--- config.mk ---
export PLATFORM = sky130hd
export DESIGN_NAME = keypad_scanner_flat
export DESIGN_NICKNAME = d
export VERILOG_FILES = /design/src/rtl/keypad_scanner_if.sv /design/src/rtl/keypad_scanner.sv /design/src/flat_wrapper.sv
export SDC_FILE = /design/constraint.sdc
export NUM_CORES = 1
export LEC_CHECK = 0
export ABC_AREA = 1
export CAP_MARGIN = 40
export CORE_AREA = 2 2 102 74
export DETAILED_ROUTE_END_ITERATION = 8
export DIE_AREA = 0 0 104 76
export PLACE_DENSITY = 0.8
export SETUP_SLACK_MARGIN = 0.2
export SYNTH_ARGS = -nofsm -noshare
export SYNTH_HDL_FRONTEND = slang
export SYNTH_SLANG_ARGS = --single-unit
export TNS_END_PERCENT = 5
--- constraint.sdc ---
create_clock -name clock_65mhz -period 7.02 [get_ports clock_65mhz]
set_input_delay 0.702 -clock clock_65mhz [delete_from_list [all_inputs] [get_ports clock_65mhz]]
set_output_delay 0.702 -clock clock_65mhz [all_outputs]
set_load 0.02 [all_outputs]
--- src/rtl/keypad_scanner_if.sv ---
// Keypad scanner bundle: enable/row returns in, column strobes and debounced key events out.
interface keypad_scanner_if;
  logic       enable;
  logic [3:0] row_in;
  logic [2:0] col_out;
  logic       key_valid;
  logic [3:0] key_code;
  logic       key_held;

  modport master (output enable, row_in, input col_out, key_valid, key_code, key_held);
  modport slave  (input enable, row_in, output col_out, key_valid, key_code, key_held);
endinterface

--- src/rtl/keypad_scanner.sv ---
// 3x4 keypad front end: column strobing, row synchronizer, frame debounce and press events.
// state   | meaning
// IDLE    | no key accepted, waiting for a single-key frame
// CONFIRM | counting identical single-key frames for candidate key
// HELD    | press reported, waiting for an empty frame
// RELEASE | counting empty frames before accepting a new press
module keypad_scanner #(
  parameter int SCAN_DIV        = 65000,
  parameter int DEBOUNCE_FRAMES = 10
) (
  input  logic           clock_65mhz,
  input  logic           reset_n,
  keypad_scanner_if.slave kp
);
  localparam int DIV_W = (SCAN_DIV > 1) ? $clog2(SCAN_DIV) : 1;
  localparam int CNT_W = ($clog2(DEBOUNCE_FRAMES + 1) < 4) ? 4 : $clog2(DEBOUNCE_FRAMES + 1);
  localparam logic [DIV_W-1:0] DIV_LAST = DIV_W'(SCAN_DIV - 1);
  localparam logic [CNT_W-1:0] CNT_DONE = CNT_W'(DEBOUNCE_FRAMES);
  localparam logic [CNT_W-1:0] CNT_MAX  = '1;

  typedef enum logic [1:0] {S_IDLE, S_CONFIRM, S_HELD, S_RELEASE} state_t;
  typedef enum logic [1:0] {F_NONE, F_SINGLE, F_MULTI} frame_class_t;

  logic [3:0]       row_meta, row_sync;
  logic             active;
  logic [DIV_W-1:0] div;
  logic [1:0]       col_idx;
  logic [11:0]      frame;
  logic             frame_done;
  logic             tick;
  frame_class_t     cls, cls_q;
  logic [3:0]       bit_idx, ones, code, code_q;
  logic             cls_valid;
  state_t           state, state_n;
  logic [CNT_W-1:0] cnt, cnt_n, cnt_inc;
  logic [3:0]       cand, cand_n, key_code_q, key_code_n;
  logic             key_valid_q, key_valid_n;

  function automatic logic [3:0] key_map(input logic [3:0] b);
    case (b)
      4'd0: key_map = 4'd1;   4'd1: key_map = 4'd4;   4'd2:  key_map = 4'd7;  4'd3:  key_map = 4'd10;
      4'd4: key_map = 4'd2;   4'd5: key_map = 4'd5;   4'd6:  key_map = 4'd8;  4'd7:  key_map = 4'd0;
      4'd8: key_map = 4'd3;   4'd9: key_map = 4'd6;   4'd10: key_map = 4'd9;  4'd11: key_map = 4'd11;
      default: key_map = 4'd0;
    endcase
  endfunction

  always_ff @(posedge clock_65mhz or negedge reset_n) begin
    if (!reset_n) begin
      row_meta <= '0;
      row_sync <= '0;
    end else begin
      row_meta <= kp.row_in;
      row_sync <= row_meta;
    end
  end

  assign tick = active && (div == DIV_LAST);

  // active lags enable by one cycle so a restart gives column 0 its full dwell
  always_ff @(posedge clock_65mhz or negedge reset_n) begin
    if (!reset_n) begin
      active     <= 1'b1;
      div        <= '0;
      col_idx    <= '0;
      frame      <= '0;
      frame_done <= 1'b0;
    end else if (!kp.enable) begin
      active     <= 1'b0;
      div        <= '0;
      col_idx    <= '0;
      frame      <= '0;
      frame_done <= 1'b0;
    end else begin
      active     <= 1'b1;
      frame_done <= 1'b0;
      if (tick) begin
        div <= '0;
        frame[{col_idx, 2'b00} +: 4] <= row_sync;
        if (col_idx == 2'd2) begin
          col_idx    <= '0;
          frame_done <= 1'b1;
        end else begin
          col_idx <= col_idx + 2'd1;
        end
      end else if (active) begin
        div <= div + 1'b1;
      end
    end
  end

  always_comb begin
    ones    = '0;
    bit_idx = '0;
    for (int i = 0; i < 12; i++) begin
      if (frame[i]) begin
        ones    = ones + 4'd1;
        bit_idx = 4'(i);
      end
    end
    if (ones == 4'd0)      cls = F_NONE;
    else if (ones == 4'd1) cls = F_SINGLE;
    else                   cls = F_MULTI;
    code = key_map(bit_idx);
  end

  always_ff @(posedge clock_65mhz or negedge reset_n) begin
    if (!reset_n) begin
      cls_valid <= 1'b0;
      cls_q     <= F_NONE;
      code_q    <= '0;
    end else if (!kp.enable) begin
      cls_valid <= 1'b0;
      cls_q     <= F_NONE;
      code_q    <= '0;
    end else begin
      cls_valid <= frame_done;
      cls_q     <= cls;
      code_q    <= code;
    end
  end

  always_ff @(posedge clock_65mhz or negedge reset_n) begin
    if (!reset_n) begin
      state       <= S_IDLE;
      cnt         <= '0;
      cand        <= '0;
      key_valid_q <= 1'b0;
      key_code_q  <= '0;
    end else if (!kp.enable) begin
      state       <= S_IDLE;
      cnt         <= '0;
      cand        <= '0;
      key_valid_q <= 1'b0;
    end else begin
      state       <= state_n;
      cnt         <= cnt_n;
      cand        <= cand_n;
      key_valid_q <= key_valid_n;
      key_code_q  <= key_code_n;
    end
  end

  always_comb begin
    state_n     = state;
    cnt_n       = cnt;
    cand_n      = cand;
    key_code_n  = key_code_q;
    key_valid_n = 1'b0;
    cnt_inc     = (cnt == CNT_MAX) ? cnt : cnt + 1'b1;
    if (cls_valid) begin
      case (state)
        S_IDLE: begin
          if (cls_q == F_SINGLE) begin
            cand_n  = code_q;
            cnt_n   = CNT_W'(1);
            state_n = S_CONFIRM;
          end
        end
        S_CONFIRM: begin
          if (cls_q == F_SINGLE && code_q == cand) begin
            cnt_n = cnt_inc;
            if (cnt_inc == CNT_DONE) begin
              key_valid_n = 1'b1;
              key_code_n  = cand;
              cnt_n       = '0;
              state_n     = S_HELD;
            end
          end else begin
            cnt_n   = '0;
            state_n = S_IDLE;
          end
        end
        S_HELD: begin
          if (cls_q == F_NONE) begin
            cnt_n   = CNT_W'(1);
            state_n = S_RELEASE;
          end
        end
        S_RELEASE: begin
          if (cls_q == F_NONE) begin
            cnt_n = cnt_inc;
            if (cnt_inc == CNT_DONE) begin
              cnt_n   = '0;
              state_n = S_IDLE;
            end
          end else begin
            cnt_n   = '0;
            state_n = S_HELD;
          end
        end
        default: begin
          cnt_n   = '0;
          state_n = S_IDLE;
        end
      endcase
    end
  end

  assign kp.col_out   = active ? (3'b001 << col_idx) : 3'b000;
  assign kp.key_valid = key_valid_q;
  assign kp.key_code  = key_code_q;
  assign kp.key_held  = (state == S_HELD) || (state == S_RELEASE);
endmodule

--- src/flat_wrapper.sv ---
// flat-port wrapper written by rule: the top's interface ports become plain ports
module keypad_scanner_flat 
#(
  parameter int SCAN_DIV        = 65000,
  parameter int DEBOUNCE_FRAMES = 10
)
  (clock_65mhz, reset_n, kp_enable, kp_row_in, kp_col_out, kp_key_valid, kp_key_code, kp_key_held);
  keypad_scanner_if kp_i ();
  input  logic clock_65mhz;
  input  logic reset_n;
  input wire logic [$bits(kp_i.enable)-1:0] kp_enable;
  input wire logic [$bits(kp_i.row_in)-1:0] kp_row_in;
  output wire logic [$bits(kp_i.col_out)-1:0] kp_col_out;
  output wire logic [$bits(kp_i.key_valid)-1:0] kp_key_valid;
  output wire logic [$bits(kp_i.key_code)-1:0] kp_key_code;
  output wire logic [$bits(kp_i.key_held)-1:0] kp_key_held;
  assign kp_i.enable = kp_enable;
  assign kp_i.row_in = kp_row_in;
  assign kp_col_out = kp_i.col_out;
  assign kp_key_valid = kp_i.key_valid;
  assign kp_key_code = kp_i.key_code;
  assign kp_key_held = kp_i.key_held;
  keypad_scanner #(.SCAN_DIV(SCAN_DIV), .DEBOUNCE_FRAMES(DEBOUNCE_FRAMES)) u_core (.clock_65mhz(clock_65mhz), .reset_n(reset_n), .kp(kp_i));
endmodule
Yosys cells after proc, flatten, opt, wreduce, memory -nomap -nowiden
Memory sizes are Yosys's and may differ from the RTL's.
Cells that the tools add are included.
{"block": "word_totals", "register_bits": 62, "rom_bits": 64, "in_bits": 7, "out_inout_bits": 9, "elab_cells": 132, "memories": 1}
{"name": "(name not given)", "words": 16, "word_bits": 4, "rd": 1, "rd_clocked_by_memory_dff": 0, "write_ports": 0, "line": "keypad_scanner.sv:40", "text": "case (b)"}
{"block": "op_classes", "n_addsub": 15, "eq_ne": 19, "n_shift": 3, "n_mux": 69, "n_reduce_logical": 10}
{"cell": "4-bit 2-to-1 mux", "n": 28}
{"cell": "16-bit 2-to-1 mux", "n": 3}
{"cell": "4-bit by 1-bit adder with 4-bit output, second input constant", "n": 11}
{"cell": "2-bit 2-to-1 mux", "n": 16}
{"cell": "12-bit 2-to-1 mux", "n": 2}
{"cell": "16-bit by 1-bit adder with 16-bit output, second input constant", "n": 1}
{"cell": "16-bit == test, second input constant", "n": 1}
{"cell": "4-bit one-hot mux with 4 select lines", "n": 1}
{"cell": "3-bit 2-to-1 mux", "n": 5}
{"cell": "12-bit bitwise mux", "n": 1}
{"cell": "1-bit 2-to-1 mux", "n": 12}
{"cell": "4-bit by 6-bit variable shift with 12-bit output, first input constant", "n": 1}
{"cell": "4-bit by 6-bit variable part select with 12-bit output", "n": 1}
{"cell": "5-bit AND reduction", "n": 2}
{"cell": "4-bit == test, second input constant", "n": 2}
{"cell": "2-bit by 1-bit inequality test with 1-bit output, second input constant", "n": 4}
{"cell": "4-bit inequality test, second input constant", "n": 2}
{"cell": "2-bit one-hot mux with 4 select lines", "n": 1}
{"cell": "2-bit == test, second input constant", "n": 3}
{"cell": "3-bit by 2-bit inequality test with 1-bit output, second input constant", "n": 2}
{"cell": "4-bit negator with 6-bit output", "n": 1}
{"cell": "3-bit AND reduction", "n": 2}
{"cell": "2-bit by 1-bit == test with 1-bit output, second input constant", "n": 2}
{"cell": "4-bit by 1-bit == test with 1-bit output, second input constant", "n": 1}
{"cell": "other kinds (9)", "n": 11}

Logic depth before layout (Yosys ltp)
Gate-level depths: netlist of the first run.
{"block": "logic_depth", "word_depth": 27, "mapped_depth": 40}

Least setup slack after synthesis of the first run
OpenSTA, ideal clock, no wires.
{"block": "synth_path", "path_kind": "register to register", "from": "register u_core.frame[0]", "to": "register u_core.cls_q[1]", "setup_ps": 113, "t_arrival_ps": 5764, "path_slack_ps": 1143, "stages_incl_launch_ff": 41, "path_cell_list": "dfrtp_1 -> inv_1 -> ha_1 -> inv_1 -> nand2_2 -> nand2_1 -> inv_1 -> ha_1 -> nand2_1 -> nand2_1 -> ha_1 -> or2_2 -> nand2_1 -> inv_1 -> ha_1 -> nand2_1 -> nand2_1 -> ha_1 -> (+5 left out) -> inv_1 -> ha_1 -> nand2_1 -> nand2_1 -> ha_1 -> or2_2 -> nand2_1 -> inv_1 -> ha_1 -> nand2_1 -> nand2_1 -> ha_1 -> nor2_1 -> a31oi_1 -> a21oi_2 -> nand3_2 -> nand2_1 -> inv_1"}
{"block": "synth_via", "elab_chain_cells": 27, "elab_cells_between_ends": 28, "cone_classes": "add/sub: 11; eq/ne: 1; mux: 15; reduce/logical: 1"}
{"item": "from (decl)", "line": "keypad_scanner.sv:28", "text": "logic [11:0] frame;"}
{"item": "from (signal, indexed assignment)", "line": "keypad_scanner.sv:79", "text": "frame[{col_idx, 2'b00} +: 4] <= row_sync;"}
{"item": "1-bit 2-to-1 mux *", "line": "keypad_scanner.sv:96", "text": "if (frame[i]) begin"}
{"item": "1-bit by 1-bit adder with 2-bit output", "line": "keypad_scanner.sv:97", "text": "ones = ones + 4'd1;"}
{"item": "4-bit 2-to-1 mux *", "line": "keypad_scanner.sv:96"}
{"item": "4-bit by 1-bit adder with 4-bit output", "line": "keypad_scanner.sv:97"}
{"item": "4-bit 2-to-1 mux *", "line": "keypad_scanner.sv:96"}
{"item": "4-bit by 1-bit adder with 4-bit output", "line": "keypad_scanner.sv:97"}
{"item": "4-bit 2-to-1 mux *", "line": "keypad_scanner.sv:96"}
{"item": "4-bit by 1-bit adder with 4-bit output", "line": "keypad_scanner.sv:97"}
{"item": "(+11 left out)"}
{"item": "4-bit by 1-bit adder with 4-bit output", "line": "keypad_scanner.sv:97"}
{"item": "4-bit 2-to-1 mux *", "line": "keypad_scanner.sv:96"}
{"item": "4-bit by 1-bit adder with 4-bit output", "line": "keypad_scanner.sv:97"}
{"item": "4-bit 2-to-1 mux *", "line": "keypad_scanner.sv:96"}
{"item": "4-bit by 1-bit == test with 1-bit output", "line": "keypad_scanner.sv:102", "text": "else if (ones == 4'd1) cls = F_SINGLE;"}
{"item": "2-bit 2-to-1 mux", "line": "keypad_scanner.sv:102"}
{"item": "2-bit 2-to-1 mux *", "line": "keypad_scanner.sv:101", "text": "if (ones == 4'd0) cls = F_NONE;"}
{"item": "2-bit 2-to-1 mux *", "line": "keypad_scanner.sv:112", "text": "end else if (!kp.enable) begin"}
{"item": "to (signal assigned)", "line": "keypad_scanner.sv:118", "text": "cls_q <= cls;"}
{"item": "to (decl)", "line": "keypad_scanner.sv:31", "text": "frame_class_t cls, cls_q;"}
Every way passes the cells marked *; elsewhere a longest branch is shown, timed or not.
A chain may end at the register's enable or synchronous reset.

Worst setup path after layout of the first run
{"block": "layout_path", "from": "register u_core.frame[1]", "to": "register u_core.cls_q[1]"}
{"block": "layout_via", "elab_chain_cells": 25, "elab_cells_between_ends": 26, "cone_classes": "add/sub: 10; eq/ne: 1; mux: 14; reduce/logical: 1"}
{"item": "4-bit 2-to-1 mux *", "line": "keypad_scanner.sv:96"}
{"item": "4-bit by 1-bit adder with 4-bit output", "line": "keypad_scanner.sv:97"}
{"item": "4-bit 2-to-1 mux *", "line": "keypad_scanner.sv:96"}
{"item": "4-bit by 1-bit adder with 4-bit output", "line": "keypad_scanner.sv:97"}
{"item": "4-bit 2-to-1 mux *", "line": "keypad_scanner.sv:96"}
{"item": "4-bit by 1-bit adder with 4-bit output", "line": "keypad_scanner.sv:97"}
{"item": "4-bit 2-to-1 mux *", "line": "keypad_scanner.sv:96"}
{"item": "4-bit by 1-bit adder with 4-bit output", "line": "keypad_scanner.sv:97"}
{"item": "(+9 left out)"}
{"item": "4-bit by 1-bit adder with 4-bit output", "line": "keypad_scanner.sv:97"}
{"item": "4-bit 2-to-1 mux *", "line": "keypad_scanner.sv:96"}
{"item": "4-bit by 1-bit adder with 4-bit output", "line": "keypad_scanner.sv:97"}
{"item": "4-bit 2-to-1 mux *", "line": "keypad_scanner.sv:96"}
{"item": "4-bit by 1-bit == test with 1-bit output", "line": "keypad_scanner.sv:102"}
{"item": "2-bit 2-to-1 mux", "line": "keypad_scanner.sv:102"}
{"item": "2-bit 2-to-1 mux *", "line": "keypad_scanner.sv:101"}
{"item": "2-bit 2-to-1 mux *", "line": "keypad_scanner.sv:112"}
Marked as above.

==> run summary, run 1 <==
========================================================================================
Maximum level of the CTS H-tree                                                        3
Maximum clock skew at final layout                                           0.006601 ns
Setup repair after global routing missed its margin                                   no
Data arrival, critical path                                                      6.62 ns
Critical path fanouts, max                                                             4
Number of routed nets with antenna violations                                          0
Crit path buffers/inverters                                                            7
Count of final max-slew check failures                                                 0
Mean instance size in the synthesized netlist                                 7.492 um^2
Leading cell types by total area after synthesis                            dfrtp_1 (36%), nand2_1 (9.6%), inv_1 (8.6%)
Initial Utilization                                                               59.81%
Type of the tightest min-delay check                                        flip-flop to flip-flop
Commonest non-fill, non-tap cell in the layout                                   nand2_1
Num CTS Buffers                                                                        9
Fraction of met2 tracks used by global routing                                    37.43%
Result of the run                                                           complete, no violations
1st-iter DRT viols                                                                   200
Post-synthesis cell count                                                            561
Number of antenna violations at the first check in global routing                      0
Count of final setup violators                                                         0
Top-level I/O count                                                                   16
Vias per cell                                                                      5.311
Core ar.                                                                    0.007027 mm^2
Area share of the leading cell type in the synthesized netlist                    36.32%
Net switching power                                                             186.7 uW
Final std cells w/o fill                                                             687
Count of unresolved DRC violations after routing                                       0
HPWL after DPL                                                                   6335 um
Critical path launch point type                                                flip-flop
VDD IR max                                                                      122.4 uV
Number of inserted diodes                                                              0
Hold-fix buffers, CTS                                                                  0
FF-to-FF setup slack                                                             0.64 ns
Clock tree from TritonCTS                                                            yes
Final wirelength                                                                 8415 um
Std cell rows                                                                         26
Cell Pwr Density                                                            157.3 mW/mm^2
Clock Tree Buf Depth                                                                   2
Count of buffers from port buffering                                                  15
Register bit total from synthesis                                                     62
Main flop type after synthesis                                                   dfrtp_1
Die Wd                                                                            104 um
# placed instances                                                                   669
Synth area leader                                                                dfrtp_1
CP max stage delay                                                               0.40 ns
Number of optimization iterations in the first detailed-route pass                     4
Kind of end point of the critical path                                         flip-flop
Die extent in y                                                                    76 um
Internal power contribution                                                     551.8 uW
Top library cells by usage in the layout, fill and taps aside               nand2_1 (107), inv_1 (96), dfrtp_1 (61)
Critical path type                                                          flip-flop to flip-flop
Library cell used as clock root buffer                                          clkbuf_8
WL/cell                                                                         12.25 um
Flop pwr share                                                                     50.4%
Most used cell along the critical path                                           nand2_1
Switching share of power                                                          25.28%
Clock power frac                                                                   44.2%
Transition time at the pin with the least slew margin                          0.7710 ns
Number of distinct library cells after synthesis                                      38
Vias in the first global route                                                      3490
Fraction of final layout cells sized beyond drive strength 1                      13.92%
Post-synthesis sequential area ratio                                              36.95%
TritonCTS sink count                                                                  62
Gpl congestion                                                                    0.9016
Gate power share                                                                    5.4%
Global routing's busiest layer                                                      met2
Peak clock frequency supported by timing                                       156.8 MHz
Leakage dissipation                                                             2.446 nW
Clock latency of the later-clocked register in the worst-skew pair               0.35 ns
Rel. slew slack                                                                   48.44%
Final total negative setup slack                                                    0 ns
Largest net degree at the start of global routing                                     63
Cell with the biggest individual delay on the critical path                      dfrtp_1
Global router's overall resource usage                                            23.34%
Final worst path period share                                                     90.82%
Category of cells accounting for the largest share of critical-path delay   simple AND/OR/NAND/NOR gates
WP data required                                                                 7.26 ns
Total grt overflow                                                                     0
Post-synth ARST share                                                             100.0%
Minimum clock period                                                            6.376 ns
Post-synth EDFFs                                                                       0
Clock-pin slew of the registers on the worst-case setup and hold paths           0.07 ns
Netlist area before placement                                               0.004203 mm^2
Count of warnings emitted by yosys                                                     0
Met3 Usage GRT                                                                    5.817%
Area growth from synthesis to layout                                              11.73%
Global-route wire length before repair                                          15220 um
Via count of the routed design                                                      3649
Die area                                                                    0.007904 mm^2
Number of nets at the end of the flow                                                617
Hold violation count in the final report                                               0
Number of max-capacitance violations reported                                          0
Post-Synthesis Net Count                                                             594
Global routing usage on met1                                                      31.42%
========================================================================================
## per-layer routing
metal,up-vias,wire length (um)
met5,-,0
met4,0,136
met3,14,393
met2,77,3783
met1,1690,4101
li1,1868,-
## cell usage after synthesis (2+ instances only)
library cell  count
nor2_2            3
nor4_1            5
inv_1            96
nand3_1          39
nand4_1          10
ha_1             26
nand3_2          15
nand2_4           9
o31ai_1           6
nand2_1         107
nor3b_1           2
nor2_1           43
nand3_4           2
nor3_1           14
dfrtp_1          61
o32ai_1           2
clkbuf_1          5
or2_2             5
o22ai_1           2
inv_2             3
xnor2_1           2
nand2_2          19
o21ai_1           2
o21ai_0          40
a21oi_1          30
## sequential cells by signal (all words and copies together) (netlist names)
signal and cells:
u_core.active 1, u_core.cand 4, u_core.cls_q 2, u_core.cls_valid 1
u_core.cnt 4, u_core.code_q 4, u_core.col_idx 2, u_core.div 16
u_core.frame 12, u_core.frame_done 1, u_core.kp.key_code 4, u_core.kp.key_valid 1
u_core.row_meta 4, u_core.row_sync 4, u_core.state 2
## kinds of logic (layout without fill, tap and decap cells)
| logic type | count (synthesis) | after routing | synth area share (%) |
|---|---|---|---|
| simple gates | 277 | 277 | 34.00 |
| buf+inv | 107 | 135 | 9.616 |
| compound gates | 86 | 86 | 11.07 |
| flops | 62 | 62 | 36.95 |
| fa+ha+maj | 26 | 26 | 7.740 |
| xor+xnor | 3 | 3 | 0.6253 |
## repair_timing
item | in CTS | in global routing
setup endpoints to repair | 0 | 1
resized for setup | 0 | 1
buffers inserted | 0 | 2
## worst paths after layout
path / from / endpoint / depth (start not counted)
min in group asynchronous: reset_n / u_core.kp.key_valid$_DFF_PN0_ / 2
worst max-delay path: u_core.frame[1]$_DFFE_PN0P_ / u_core.cls_q[1]$_DFF_PN0_ / 40
worst min register to register: u_core.row_meta[2]$_DFF_PN0_ / u_core.row_sync[2]$_DFF_PN0_ / 0
worst max register to register: u_core.frame[1]$_DFFE_PN0P_ / u_core.cls_q[1]$_DFF_PN0_ / 40
worst min-delay path: u_core.row_meta[2]$_DFF_PN0_ / u_core.row_sync[2]$_DFF_PN0_ / 0
max in group asynchronous: reset_n / u_core.div[8]$_DFFE_PN0P_ / 2
## worst reg2reg max path, delay by kind of cell (launching register included)
family	cells	cell delay, ns
and+or+nand+nor	22	2.66
adders and majority gates	10	2.57
buffers and inverters	7	0.46
DFF	1	0.40
AOI/OAI and AO/OA	1	0.16
## metrics by stage
stage / cell area, um^2 / setup WS [ns] / total power, mW / util (%) / hold slack, ns
finish: 4696 / 0.6441 / 0.7385 / 66.83 / 0.3496
global route: 4696 / 0.2344 / 0.7698 / 66.83 / 0.3630
CTS: 4668 / 0.6307 / 0.7453 / 66.44 / 0.3521
detailed placement: 4461 / 0.6833 / 0.4189 / 63.48 / 0.3347
global placement: 4449 / 0.9434 / 0.4171 / 63.32 / 0.3332
floorplan: 4203 / 1.143 / 0.4000 / - / 0.3312
## power by group through the flow
| stage | logic [mW] | registers (mW) | clock network [mW] |
|---|---|---|---|
| final | 0.0398 | 0.372 | 0.327 |
| after global routing | 0.0467 | 0.373 | 0.350 |
| after CTS | 0.0402 | 0.372 | 0.333 |
| after detailed placement | 0.0399 | 0.379 | 0 |
| after global placement | 0.0388 | 0.378 | 0 |
| after floorplan | 0.0254 | 0.375 | 0 |
## cell type report
class	instances	area, um^2
Sequential cell	62	1553
Clock inverter	6	70.07
Inverter	100	375.4
Timing Repair Buffer	19	178.9
Multi-Input combinational cell	392	2258
Tap cell	98	122.6
Fill cell	595	2331
Clock buffer	10	137.6
Power figures use the tool's default switching activity.
==> inputs of run 2 (changes only) <==
- CORE_AREA: 2 2 102 74 -> 2 2 133 96
- DIE_AREA: 0 0 104 76 -> 0 0 135 98
- PLACE_DENSITY: 0.8 -> 0.56
==> run 2 against run 1 <==
Compared with the run above:
- register-to-register slack improved by 0.09 ns
- clock skew about the same
- routed wire length increased by 0.84%
- setup slack improved by 0.092 ns
- maximum frequency increased by 1.5%
- critical endpoint unchanged
- highest routed layer unchanged
==> run summary, run 2 (synthesis results as in run 1) <==
=====================================================================================
Result of the run                                                        complete, no violations
Number of optimization iterations in the first detailed-route pass                  5   +1
Cell with the biggest individual delay on the critical path                   dfrtp_1
Number of flip-flops in the largest register                                       16   unchanged
Total grt overflow                                                                  0   unchanged
Cell Pwr Density                                                         176.5 mW/mm^2   +12%
Largest registers ranked by flip-flop count                              u_core.div (16), u_core.frame (12)
Final total negative setup slack                                                 0 ns   unchanged
Met3 Usage GRT                                                                 4.569%   -1.2 points
Gpl congestion                                                                 0.8648   -4.1%
Die Wd                                                                         135 um   +30%
Rel. slew slack                                                                47.80%   -0.64 points
HPWL after DPL                                                                6534 um   +3.1%
Global routing usage on met1                                                   20.81%   -11 points
Peak clock frequency supported by timing                                    159.1 MHz   +1.5%
Area growth from synthesis to layout                                           15.33%
Core ar.                                                                 0.01208 mm^2   +72%
R2R depth                                                                          40   unchanged
Type of the tightest min-delay check                                     flip-flop to flip-flop
CP max stage delay                                                            0.36 ns   -0.04 ns
Top-level I/O count                                                                16   unchanged
Clock Tree Buf Depth                                                                2   unchanged
Largest net degree at the start of global routing                                  63   unchanged
Std cell rows                                                                      34   +31%
Die area                                                                 0.01323 mm^2   +67%
Die extent in y                                                                 98 um   +29%
DP Worst Slack                                                              0.7095 ns   +0.02616 ns
Internal power contribution                                                  661.5 uW   +20%
Biggest register                                                           u_core.div
Fraction of final layout cells sized beyond drive strength 1                   13.61%   -0.32 points
Clock tree from TritonCTS                                                         yes
Clock latency of the later-clocked register in the worst-skew pair            0.34 ns   about the same
Count of buffers from port buffering                                               15   unchanged
Hold violation count in the final report                                            0   unchanged
Fraction of met2 tracks used by global routing                                 19.99%   -17 points
Switching share of power                                                       22.68%   -2.6 points
Global routing's busiest layer                                                   met1
Vias per cell                                                                   4.721   -11%
Maximum clock skew at final layout                                        0.006491 ns   -0.0001105 ns
Clock-pin slew of the registers on the worst-case setup and hold paths        0.05 ns   -0.02 ns
Final worst slack                                                           0.7357 ns   +0.09163 ns
Critical path type                                                       flip-flop to flip-flop
Area of all placed cells without fillers                                 0.004847 mm^2   +3.2%
Critical path launch point type                                             flip-flop
Number of antenna violations at the first check in global routing                   0   unchanged
Final wirelength                                                              8486 um   +0.84%
Global router's overall resource usage                                         14.13%   -9.2 points
Maximum level of the CTS H-tree                                                     3   unchanged
Setup repair after global routing missed its margin                                no
Number of inserted diodes                                                           0   unchanged
Count of unresolved DRC violations after routing                                    0   unchanged
Global-route wire length before repair                                       15190 um   -0.18%
Data arrival, critical path                                                   6.51 ns   -0.11 ns
Flop pwr share                                                                  43.6%   -6.8 points
Initial Utilization                                                            34.79%   -25 points
Transition time at the pin with the least slew margin                       0.7830 ns   +0.01202 ns
Count of fill cells added during filler insertion                                1289   +120%
1st-iter DRT viols                                                                198   -1.0%
Library cell used as clock root buffer                                      clkbuf_16
Net switching power                                                          194.0 uW   +3.9%
WP data required                                                              7.24 ns   -0.02 ns
Minimum clock period                                                         6.284 ns   -0.09163 ns
Most used cell along the critical path                                        nand2_1
Worst Hold Depth                                                                    0   unchanged
Count of final max-slew check failures                                              0   unchanged
WL/cell                                                                      11.31 um   -7.6%
Kind of end point of the critical path                                      flip-flop
Number of max-capacitance violations reported                                       0   unchanged
Via count of the routed design                                                   3541   -3.0%
Number of routed nets with antenna violations                                       0   unchanged
Leakage dissipation                                                          2.482 nW   +1.5%
TritonCTS sink count                                                               62   unchanged
Cell Area, Placed                                                        0.004533 mm^2   +1.6%
Vias in the first global route                                                   3306   -5.3%
Final worst path period share                                                  89.52%   -1.3 points
Top library cells by usage in the layout, fill and taps aside            nand2_1 (105), inv_1 (96), dfrtp_1 (61)
Critical path fanouts, max                                                          4   unchanged
Commonest non-fill, non-tap cell in the layout                                nand2_1
Gate power share                                                                 4.6%   -0.8 points
Count of final setup violators                                                      0   unchanged
WHS                                                                         0.3450 ns   -0.004628 ns
Num CTS Buffers                                                                     9   unchanged
Number of nets at the end of the flow                                             616   -0.16%
VDD IR max                                                                   123.0 uV   +0.45%
Clock power frac                                                                51.7%   +7.5 points
=====================================================================================
-- run 2: path summary, 6_finish.rpt --
path	start	slack, ns	to
min in group asynchronous	reset_n	0.52	u_core.kp.key_code[3]$_DFFE_PN0P_
min reg2reg	u_core.row_meta[1]$_DFF_PN0_	0.34	u_core.row_sync[1]$_DFF_PN0_
max reg2reg	u_core.frame[0]$_DFFE_PN0P_	0.74	u_core.cls_q[1]$_DFF_PN0_
max	u_core.frame[0]$_DFFE_PN0P_	0.74	u_core.cls_q[1]$_DFF_PN0_
max in group asynchronous	reset_n	5.97	u_core.frame[10]$_DFFE_PN0P_
min	u_core.row_meta[1]$_DFF_PN0_	0.34	u_core.row_sync[1]$_DFF_PN0_
-- run 2: repair_timing --
item | 4_1_cts | 5_1_grt
setup endpoints to repair | 0 | 2
endpoints found under the hold margin | 0 | 0
hold buffers | 0 | 0
resized for setup | 0 | 2
setup buffers | 0 | 1
-- run 2: power by group through the flow --
stage	Combinational (mW)	Clock, mW	Sequential, mW
after global placement	0.0402	0	0.379
final	0.0398	0.443	0.373
after global routing	0.0462	0.473	0.374
after detailed placement	0.0406	0	0.379
after floorplan	0.0254	0	0.375
after CTS	0.0408	0.453	0.373
-- run 2: cell type report --
type / count / area (um^2) / area share (%)
Inverter: 100 / 375.4 / 7.744
Timing Repair Buffer: 18 / 163.9 / 3.382
Clock inverter: 5 / 58.81 / 1.213
Sequential cell: 62 / 1553 / 32.03
Multi-Input combinational cell: 392 / 2251 / 46.44
Clock buffer: 11 / 242.7 / 5.008
Tap cell: 162 / 202.7 / 4.182
-- run 2: critical path: cells and delay by family (launching register included) --
family | cells | cell delay, ns
buffers and inverters | 7 | 0.42
adders and majority gates | 10 | 2.76
DFF | 1 | 0.36
and+or+nand+nor | 21 | 2.44
AOI/OAI and AO/OA | 2 | 0.20
-- run 2: routing by layer --
metal	wire, um	vias to the layer above
met5	0	-
met4	87	0
met3	406	12
met2	3386	54
met1	4606	1606
li1	-	1869
-- run 2: through the flow --
stage               power, mW  cells  util [%]
global placement       0.4191    732     37.49
finish                 0.8555    750     40.12
floorplan              0.4000    561         -
detailed placement     0.4197    733     37.52
CTS                    0.8669    749     40.02
global route           0.8929    750     40.12
==> inputs of run 3 (changes only) <==
- CORE_AREA: 2 2 133 96 -> 2 2 113 82
- DIE_AREA: 0 0 135 98 -> 0 0 115 84
- PLACE_DENSITY: 0.56 -> 0.72
==> run 3 against run 2 <==
Compared with the run above:
- register-to-register slack worse by 0.06 ns
- clock skew up 0.0015 ns
- total power down 7.3%
- critical path depth unchanged
- final cell count down 7.2%
- first-iteration DRC count up 4.5%
- critical path type unchanged
- largest cell class unchanged
==> run summary, run 3 (synthesis results as in run 1) <==
========================================================================================
Result of the run                                                           complete, no violations
TritonCTS sink count                                                                  62   unchanged
Die area                                                                    0.009660 mm^2   -27%
Number of flip-flops in the largest register                                          16   unchanged
Transition time at the pin with the least slew margin                          0.7675 ns   -0.01548 ns
FF-to-FF setup slack                                                             0.68 ns   -0.06 ns
Most used cell along the critical path                                           nand2_1
Critical path type                                                          flip-flop to flip-flop
Number of routed nets with antenna violations                                          0   unchanged
Initial Utilization                                                               48.26%   +13 points
Number of optimization iterations in the first detailed-route pass                     4   -1
Library cell used as clock root buffer                                         clkbuf_16
Via count of the routed design                                                      3526   -0.42%
Largest net degree at the start of global routing                                     63   unchanged
HPWL after DPL                                                                   6243 um   -4.5%
Hold-fix buffers, CTS                                                                  0   unchanged
# placed instances                                                                   679   -7.4%
Total grt overflow                                                                     0   unchanged
Number of antenna violations at the first check in global routing                      0   unchanged
Num CTS Buffers                                                                        9   unchanged
Type of the tightest min-delay check                                        flip-flop to flip-flop
Flop pwr share                                                                     47.0%   +3.4 points
Global router's overall resource usage                                            18.28%   +4.1 points
Clock-pin slew of the registers on the worst-case setup and hold paths           0.05 ns   about the same
Gpl congestion                                                                    0.8793   +1.7%
Count of buffers from port buffering                                                  15   unchanged
Internal power contribution                                                     612.7 uW   -7.4%
Switching share of power                                                          22.73%   +0.053 points
Clock Tree Buf Depth                                                                   2   unchanged
Top library cells by usage in the layout, fill and taps aside               nand2_1 (107), inv_1 (96), dfrtp_1 (61)
Final worst slack                                                              0.6781 ns   -0.05759 ns
1st-iter DRT viols                                                                   207   +4.5%
Vias per cell                                                                      5.066   +7.3%
DP Worst Slack                                                                 0.6516 ns   -0.05792 ns
Leakage dissipation                                                             2.472 nW   -0.39%
Maximum clock skew at final layout                                           0.007943 ns   +0.001452 ns
Count of unresolved DRC violations after routing                                       0   unchanged
Number of nets at the end of the flow                                                617   +0.16%
Category of cells accounting for the largest share of critical-path delay    adder cells
Core ar.                                                                    0.008708 mm^2   -28%
Area of all placed cells without fillers                                    0.004758 mm^2   -1.8%
Count of final max-slew check failures                                                 0   unchanged
Global-route wire length before repair                                          14460 um   -4.8%
Clock tree from TritonCTS                                                            yes
Fraction of final layout cells sized beyond drive strength 1                      13.44%   -0.17 points
Cell Pwr Density                                                            166.6 mW/mm^2   -5.6%
Std cell rows                                                                         29   -15%
Power consumption                                                               793.0 uW   -7.3%
Die Wd                                                                            115 um   -15%
Minimum clock period                                                            6.342 ns   +0.05759 ns
Kind of end point of the critical path                                         flip-flop
Final worst path period share                                                     90.34%   +0.82 points
Largest registers ranked by flip-flop count                                 u_core.div (16), u_core.frame (12)
Number of inserted diodes                                                              0   unchanged
Data arrival, critical path                                                      6.55 ns   +0.04 ns
Maximum level of the CTS H-tree                                                        3   unchanged
Vias in the first global route                                                      3326   +0.60%
VDD IR max                                                                      141.3 uV   +15%
Critical path launch point type                                                flip-flop
Number of max-capacitance violations reported                                          0   unchanged
Cell with the biggest individual delay on the critical path                      dfrtp_1
Final total negative setup slack                                                    0 ns   unchanged
Die extent in y                                                                    84 um   -14%
Clock latency of the later-clocked register in the worst-skew pair               0.32 ns   -0.02 ns
Setup repair after global routing missed its margin                                   no
Top-level I/O count                                                                   16   unchanged
Count of final setup violators                                                         0   unchanged
Biggest register                                                              u_core.div
WL/cell                                                                         11.74 um   +3.7%
Clock power frac                                                                   48.0%   -3.7 points
CP max stage delay                                                               0.39 ns   +0.03 ns
Peak clock frequency supported by timing                                       157.7 MHz   -0.91%
Rel. slew slack                                                                   48.83%   +1.0 points
Net switching power                                                             180.3 uW   -7.1%
Gate power share                                                                    5.0%   +0.4 points
Area growth from synthesis to layout                                              13.22%
Cell Area, Placed                                                           0.004473 mm^2   -1.3%
Critical path fanouts, max                                                             4   unchanged
Crit path buffers/inverters                                                            7   unchanged
WP data required                                                                 7.23 ns   about the same
Final std cells w/o fill                                                             696   -7.2%
Commonest non-fill, non-tap cell in the layout                                   nand2_1
Final wirelength                                                                 8168 um   -3.7%
Hold violation count in the final report                                               0   unchanged
========================================================================================
run 3: path summary, 6_finish.rpt:
kind | start | end | cells after the start
worst min register to register | u_core.row_meta[3]$_DFF_PN0_ | u_core.row_sync[3]$_DFF_PN0_ | 0
worst max-delay path | u_core.frame[1]$_DFFE_PN0P_ | u_core.cls_q[1]$_DFF_PN0_ | 40
max in group asynchronous | reset_n | u_core.frame[3]$_DFFE_PN0P_ | 2
worst max register to register | u_core.frame[1]$_DFFE_PN0P_ | u_core.cls_q[1]$_DFF_PN0_ | 40
worst min-delay path | u_core.row_meta[3]$_DFF_PN0_ | u_core.row_sync[3]$_DFF_PN0_ | 0
min in group asynchronous | reset_n | u_core.kp.key_valid$_DFF_PN0_ | 2
run 3: cell type report:
| type | instances | area (um^2) |
|---|---|---|
| clock buffers | 11 | 232.7 |
| clock inverters | 4 | 25.02 |
| inverters | 100 | 375.4 |
| flip-flops and latches | 62 | 1553 |
| multi-input cells | 392 | 2258 |
| well taps | 108 | 135.1 |
| fillers | 818 | 3950 |
| repair buffers | 19 | 178.9 |
run 3: power groups by stage:
stage               clock (mW)  sequential, mW  combinational, mW
floorplan                    0           0.375             0.0254
global placement             0           0.378             0.0390
detailed placement           0           0.379             0.0404
CTS                      0.390           0.373             0.0405
global route             0.408           0.374             0.0465
finish                   0.380           0.373             0.0396
run 3: what timing repair did:
item / 4_1_cts / 5_1_grt
setup endpoints to repair: 0 / 1
resized for setup: 0 / 1
setup buffers: 0 / 2
hold endpoints to repair: 0 / 0
run 3: per-layer routing:
layer | track usage, % | vias up | wire length [um]
li1 | - | 1866 | -
met5 | 0 | - | 0
met3 | 4.866 | 4 | 278
met4 | 5.586 | 0 | 46
met1 | 25.51 | 1603 | 4227
met2 | 27.75 | 53 | 3616
run 3: through the flow:
stage	hold slack (ns)	util, %
2_1_floorplan	0.3312	-
3_3_place_gp	0.3325	51.24
3_5_place_dp	0.3372	51.36
4_1_cts	0.3485	54.32
5_1_grt	0.3521	54.64
6_report	0.3467	54.64
